File: config.mk
export PLATFORM = sky130hd
export DESIGN_NAME = uart_rx_history
export DESIGN_NICKNAME = d
export VERILOG_FILES = /design/src/rtl/uart_rx_history.sv
export SDC_FILE = /design/constraint.sdc
export NUM_CORES = 1
export LEC_CHECK = 0
export CAP_MARGIN = 5
export CORE_UTILIZATION = 35
export CTS_BUF_LIST = sky130_fd_sc_hd__clkbuf_4
export DETAILED_ROUTE_END_ITERATION = 7
export DONT_BUFFER_PORTS = 1
export SYNTH_ARGS = -nofsm -noshare
export SYNTH_HDL_FRONTEND = slang
export SYNTH_SLANG_ARGS = --single-unit
File: constraint.sdc
create_clock -name clk -period 2.4 [get_ports clk]
set_input_delay 0.72 -clock clk [delete_from_list [all_inputs] [get_ports clk]]
set_output_delay 0.72 -clock clk [all_outputs]
set_load 0.05 [all_outputs]
File: src/rtl/uart_rx_history.sv
// uart_rx_history: drains a UART receive FIFO one word at a time and keeps a
// shift history of the last DEPTH words, exposed flat for displays/debug.
// Freeze either stalls FIFO reads or keeps reading and discards the data.
// Synchronous clear wipes history and counters. Counters track accepted and
// discarded words.
//
// FIFO handshake: the FIFO head (rx_data) is valid whenever rx_empty=0. The
// block raises rd_uart for exactly one clock per word. The FIFO pops at the
// end of that clock. The block never samples rx_empty in the clock right
// after a pop, so a stale empty flag cannot cause a double read.
//
// DEPTH is intended for the range 2..16.
module uart_rx_history #(
    parameter int DATA_W           = 8,
    parameter int DEPTH            = 4,
    parameter int CNT_W            = 16,
    parameter int DROP_WHEN_FROZEN = 0
) (
    input  logic                         clk,
    input  logic                         reset,
    input  logic [DATA_W-1:0]            rx_data,
    input  logic                         rx_empty,
    output logic                         rd_uart,
    input  logic                         freeze,
    input  logic                         clear,
    output logic [DEPTH*DATA_W-1:0]      hist_out,
    output logic [$clog2(DEPTH+1)-1:0]   valid_cnt,
    output logic [CNT_W-1:0]             byte_cnt,
    output logic [CNT_W-1:0]             drop_cnt,
    output logic                         new_byte,
    output logic                         led0
);

    localparam int                 VALID_W   = $clog2(DEPTH + 1);
    localparam logic [VALID_W-1:0] VALID_MAX = VALID_W'(DEPTH);
    localparam logic [CNT_W-1:0]   DROP_MAX  = {CNT_W{1'b1}};
    localparam logic               DROP_EN   = (DROP_WHEN_FROZEN != 0);

    // Two-state read sequencer: IDLE may start a read, POP is the strobe cycle.
    localparam logic [0:0] ST_IDLE = 1'b0;
    localparam logic [0:0] ST_POP  = 1'b1;

    logic [0:0]        r_state;
    logic              r_rd_uart;
    logic              r_new_byte;
    logic [DATA_W-1:0] r_hist [DEPTH];
    logic [VALID_W-1:0] r_valid_cnt;
    logic [CNT_W-1:0]  r_byte_cnt;
    logic [CNT_W-1:0]  r_drop_cnt;

    logic w_go;
    logic w_accept;
    logic w_drop;

    // A read starts only from IDLE. Clear blocks it. Freeze blocks it
    // unless this instance discards words while frozen.
    assign w_go     = (r_state == ST_IDLE) & ~rx_empty & ~clear & (~freeze | DROP_EN);
    assign w_accept = w_go & ~freeze;
    assign w_drop   = w_go & freeze;

    // Sequencer, read strobe and new-word pulse.
    always_ff @(posedge clk or posedge reset) begin
        if (reset) begin
            r_state    <= ST_IDLE;
            r_rd_uart  <= 1'b0;
            r_new_byte <= 1'b0;
        end else begin
            r_new_byte <= w_accept;
            case (r_state)
                ST_IDLE: begin
                    if (w_go) begin
                        r_state   <= ST_POP;
                        r_rd_uart <= 1'b1;
                    end else begin
                        r_rd_uart <= 1'b0;
                    end
                end
                default: begin
                    // The FIFO pops at the end of this cycle; always go back.
                    r_state   <= ST_IDLE;
                    r_rd_uart <= 1'b0;
                end
            endcase
        end
    end

    // History shift register: slot 0 newest, the oldest slot falls off.
    always_ff @(posedge clk or posedge reset) begin
        if (reset) begin
            for (int k = 0; k < DEPTH; k++) r_hist[k] <= '0;
        end else if (clear) begin
            for (int k = 0; k < DEPTH; k++) r_hist[k] <= '0;
        end else if (w_accept) begin
            for (int k = DEPTH - 1; k > 0; k--) r_hist[k] <= r_hist[k-1];
            r_hist[0] <= rx_data;
        end
    end

    // Fill level, saturating at DEPTH.
    always_ff @(posedge clk or posedge reset) begin
        if (reset) begin
            r_valid_cnt <= '0;
        end else if (clear) begin
            r_valid_cnt <= '0;
        end else if (w_accept && (r_valid_cnt != VALID_MAX)) begin
            r_valid_cnt <= r_valid_cnt + VALID_W'(1);
        end
    end

    // Accepted-word counter, wraps naturally.
    always_ff @(posedge clk or posedge reset) begin
        if (reset) begin
            r_byte_cnt <= '0;
        end else if (clear) begin
            r_byte_cnt <= '0;
        end else if (w_accept) begin
            r_byte_cnt <= r_byte_cnt + CNT_W'(1);
        end
    end

    // Discarded-word counter, saturating at all-ones.
    always_ff @(posedge clk or posedge reset) begin
        if (reset) begin
            r_drop_cnt <= '0;
        end else if (clear) begin
            r_drop_cnt <= '0;
        end else if (w_drop && (r_drop_cnt != DROP_MAX)) begin
            r_drop_cnt <= r_drop_cnt + CNT_W'(1);
        end
    end

    // Flatten the history array onto the output bus.
    for (genvar g = 0; g < DEPTH; g++) begin : g_flat
        assign hist_out[g*DATA_W +: DATA_W] = r_hist[g];
    end

    assign rd_uart   = r_rd_uart;
    assign new_byte  = r_new_byte;
    assign valid_cnt = r_valid_cnt;
    assign byte_cnt  = r_byte_cnt;
    assign drop_cnt  = r_drop_cnt;
    assign led0      = rx_empty;

endmodule

==> flow_summary.toml <==
[run_status]
status = "complete, no violations"

[detailed_routing]
route.detailed.wl_per_inst_um = 14.93
viasPerCell = 4.977
vias = 1956
first_pass_iters = 4
first_iter_violations = 77
ant_nets = 0
drc = 0
wl_mm = 5.867

[clock_network]
clk_pin_slew_ps = 120
cts_tree = "built"
cts-root-buf = "clkbuf_4"
cts_buffers = 9
clkSinkCount = 69
htree_levels = 3
cts_setup_buffers = 0
cts_resized = 0
insertion_delay_ps = 400
cts_max_path_buffers = 2
hold_buffers = 0

[yosys]
synth-seq-cells = 69
ys_warn_count = 0
synth_cells = 273
syn_area_per_cell_um2 = 10.23
ys_seq_area_frac = 0.6186
ys_types = 29
syn_area_um2 = 2791
synth_fp_nets = 289

[placement]
hpwl_mm = 3.781
place_congestion = 0.7272
placed_cells = 377
io_buffers = 0

[floorplan]
ioPinCount = 83
die_x_um = 91.31
num_rows = 32
initial_utilization = 0.3612
die_area_um2 = 8337
die_h_um = 91.31
coreArea_um2 = 7727

[cells_and_area]
drive_gt1_frac = 0.1271
fin_cells = 393
area_growth_pct = 14.57
diodes = 0
fin_nets = 302

[critical_path]
worstPathRequired_ps = 1680
worstSetupStartpointType = "flip-flop"
cp-end-kind = "primary output"
cp_max_fo = 3
arrival_ps = 1120
crit_type = "flip-flop to primary output"

[power_and_ir_drop]
power_density_nw_per_um2 = 713.1
leakage_nw = 1.436
ir_worst_vdd_v = 0.0002944

[global_routing]
overflow = 0
first_global_vias = 1928
antenna_found_initial = 0
track_usage = 0.1505
grt_max_degree = 70
grt_first_pass_wirelength_mm = 9.604

[sta]
worst_slew_pin_slew_ps = 559.8
min_period_ps = 1837
drv_slew = 0
period_share = 0.7653
max_slew_margin = 0.6268
max_freq_ghz = 0.5444
setup_viol = 0
final.setup.tns_ps = 0
rsz0062_at_grt = "no"
skew_ps = 14.61
hold_violations = 0

[worst_hold_path]
min_path_type = "input port to asynchronous set/reset pin"

[run]
cap_violations = 0
state kept, by name, indices dropped and copies added (netlist names):
signal and flops:
new_byte 1, valid_cnt 3, byte_cnt 16, drop_cnt 16, hist_out 32, rd_uart 1
routing by layer:
layer / vias to the layer above / global-route usage / wire length (um)
met1: 951 / 0.1836 / 2587
met5: - / 0 / 0
met2: 65 / 0.2311 / 2716
met4: 0 / 0.07937 / 100
li1: 930 / - / -
met3: 10 / 0.05695 / 462
cells in the final DEF, fill, tap and decap left out, drive strengths merged, types with 2 or more instances in the layout:
cell,Yosys,routed
a21oi,38,38
and3,3,3
and4,2,2
buf,6,19
bufinv,0,3
clkbuf,11,10
clkinvlp,0,2
dfrtp,69,69
ha,3,3
inv,3,3
mux2i,6,6
nand2,70,70
nand2b,5,5
nand3,2,2
nand4,7,7
nor2,8,8
nor2b,17,17
nor3,2,2
nor4,2,2
o21ai,4,4
o31ai,2,2
or3,3,3
xnor2,2,2
xor2,4,4
through the flow:
step           worst slack [ps]  hold WS (ps)    util  power (mW)  instance area, um^2
5_1_grt                   503.7         263.4  0.4139       2.368                 3198
3_3_place_gp              447.1         492.2  0.3899       1.354                 3013
4_1_cts                   529.8         238.7  0.4139       2.319                 3198
3_5_place_dp              410.7         502.8  0.3899       1.357                 3013
6_report                  563.2         254.1  0.4139       2.281                 3198
2_1_floorplan             524.4         758.7       -       1.339                 2795
kinds of logic after synthesis:
logic type / synth area share
DFF: 0.6186
buffers and inverters: 0.02914
muxes: 0.02152
adders and majority gates: 0.01345
and+or+nand+nor: 0.2178
AOI/OAI and AO/OA: 0.08068
xor gates and xnor gates: 0.01883
where the power goes:
part,switching (mW),internal [mW]
clock network,0.411,0.540
logic,0.0733,0.0301
registers,0.0515,1.18
layout make-up:
type	count	area, um^2
well taps	102	127.6
multi-input cells	184	988.4
clock buffers	10	75.07
inverters	3	15.01
clock inverters	6	110.1
repair buffers	19	155.1
fillers	754	4529
flip-flops and latches	69	1727
synth_stat cells:
cell | number | share of area
xor2_1 | 4 | 0.013
ha_1 | 3 | 0.013
nor3_1 | 2 | 0.0036
nor4_4 | 1 | 0.0076
and3_1 | 3 | 0.0067
and4_1 | 2 | 0.0063
buf_4 | 1 | 0.0027
nand3b_1 | 1 | 0.0027
nand4_1 | 7 | 0.016
buf_2 | 2 | 0.0036
nand2_1 | 70 | 0.094
mux2i_1 | 6 | 0.022
nor2_1 | 8 | 0.011
or4_1 | 1 | 0.0027
and2_1 | 1 | 0.0022
nand2b_1 | 5 | 0.011
nor4_1 | 1 | 0.0022
inv_1 | 3 | 0.0040
or3_1 | 3 | 0.0067
nand3_1 | 2 | 0.0036
nor2b_1 | 17 | 0.038
o21ai_0 | 4 | 0.0072
clkbuf_1 | 11 | 0.015
o31ai_1 | 2 | 0.0054
buf_1 | 3 | 0.0040
a21oi_1 | 38 | 0.068
dfrtp_1 | 69 | 0.62
and4b_1 | 1 | 0.0036
xnor2_1 | 2 | 0.0063
worst paths after layout:
kind | startpoint | end | slack [ps] | depth (start not counted)
worst max-delay path | hist_out[7] | hist_out[7] | 560 | 0
worst min-delay path | reset | valid_cnt[1] | 250 | 2
worst max register to register | rd_uart | byte_cnt[9] | 710 | 5
worst min register to register | rd_uart | new_byte | 510 | 1
max in group asynchronous | reset | drop_cnt[8] | 1700 | 2
min in group clk | freeze | rd_uart | 370 | 1
No activity file was read; power rests on OpenSTA's default activity.
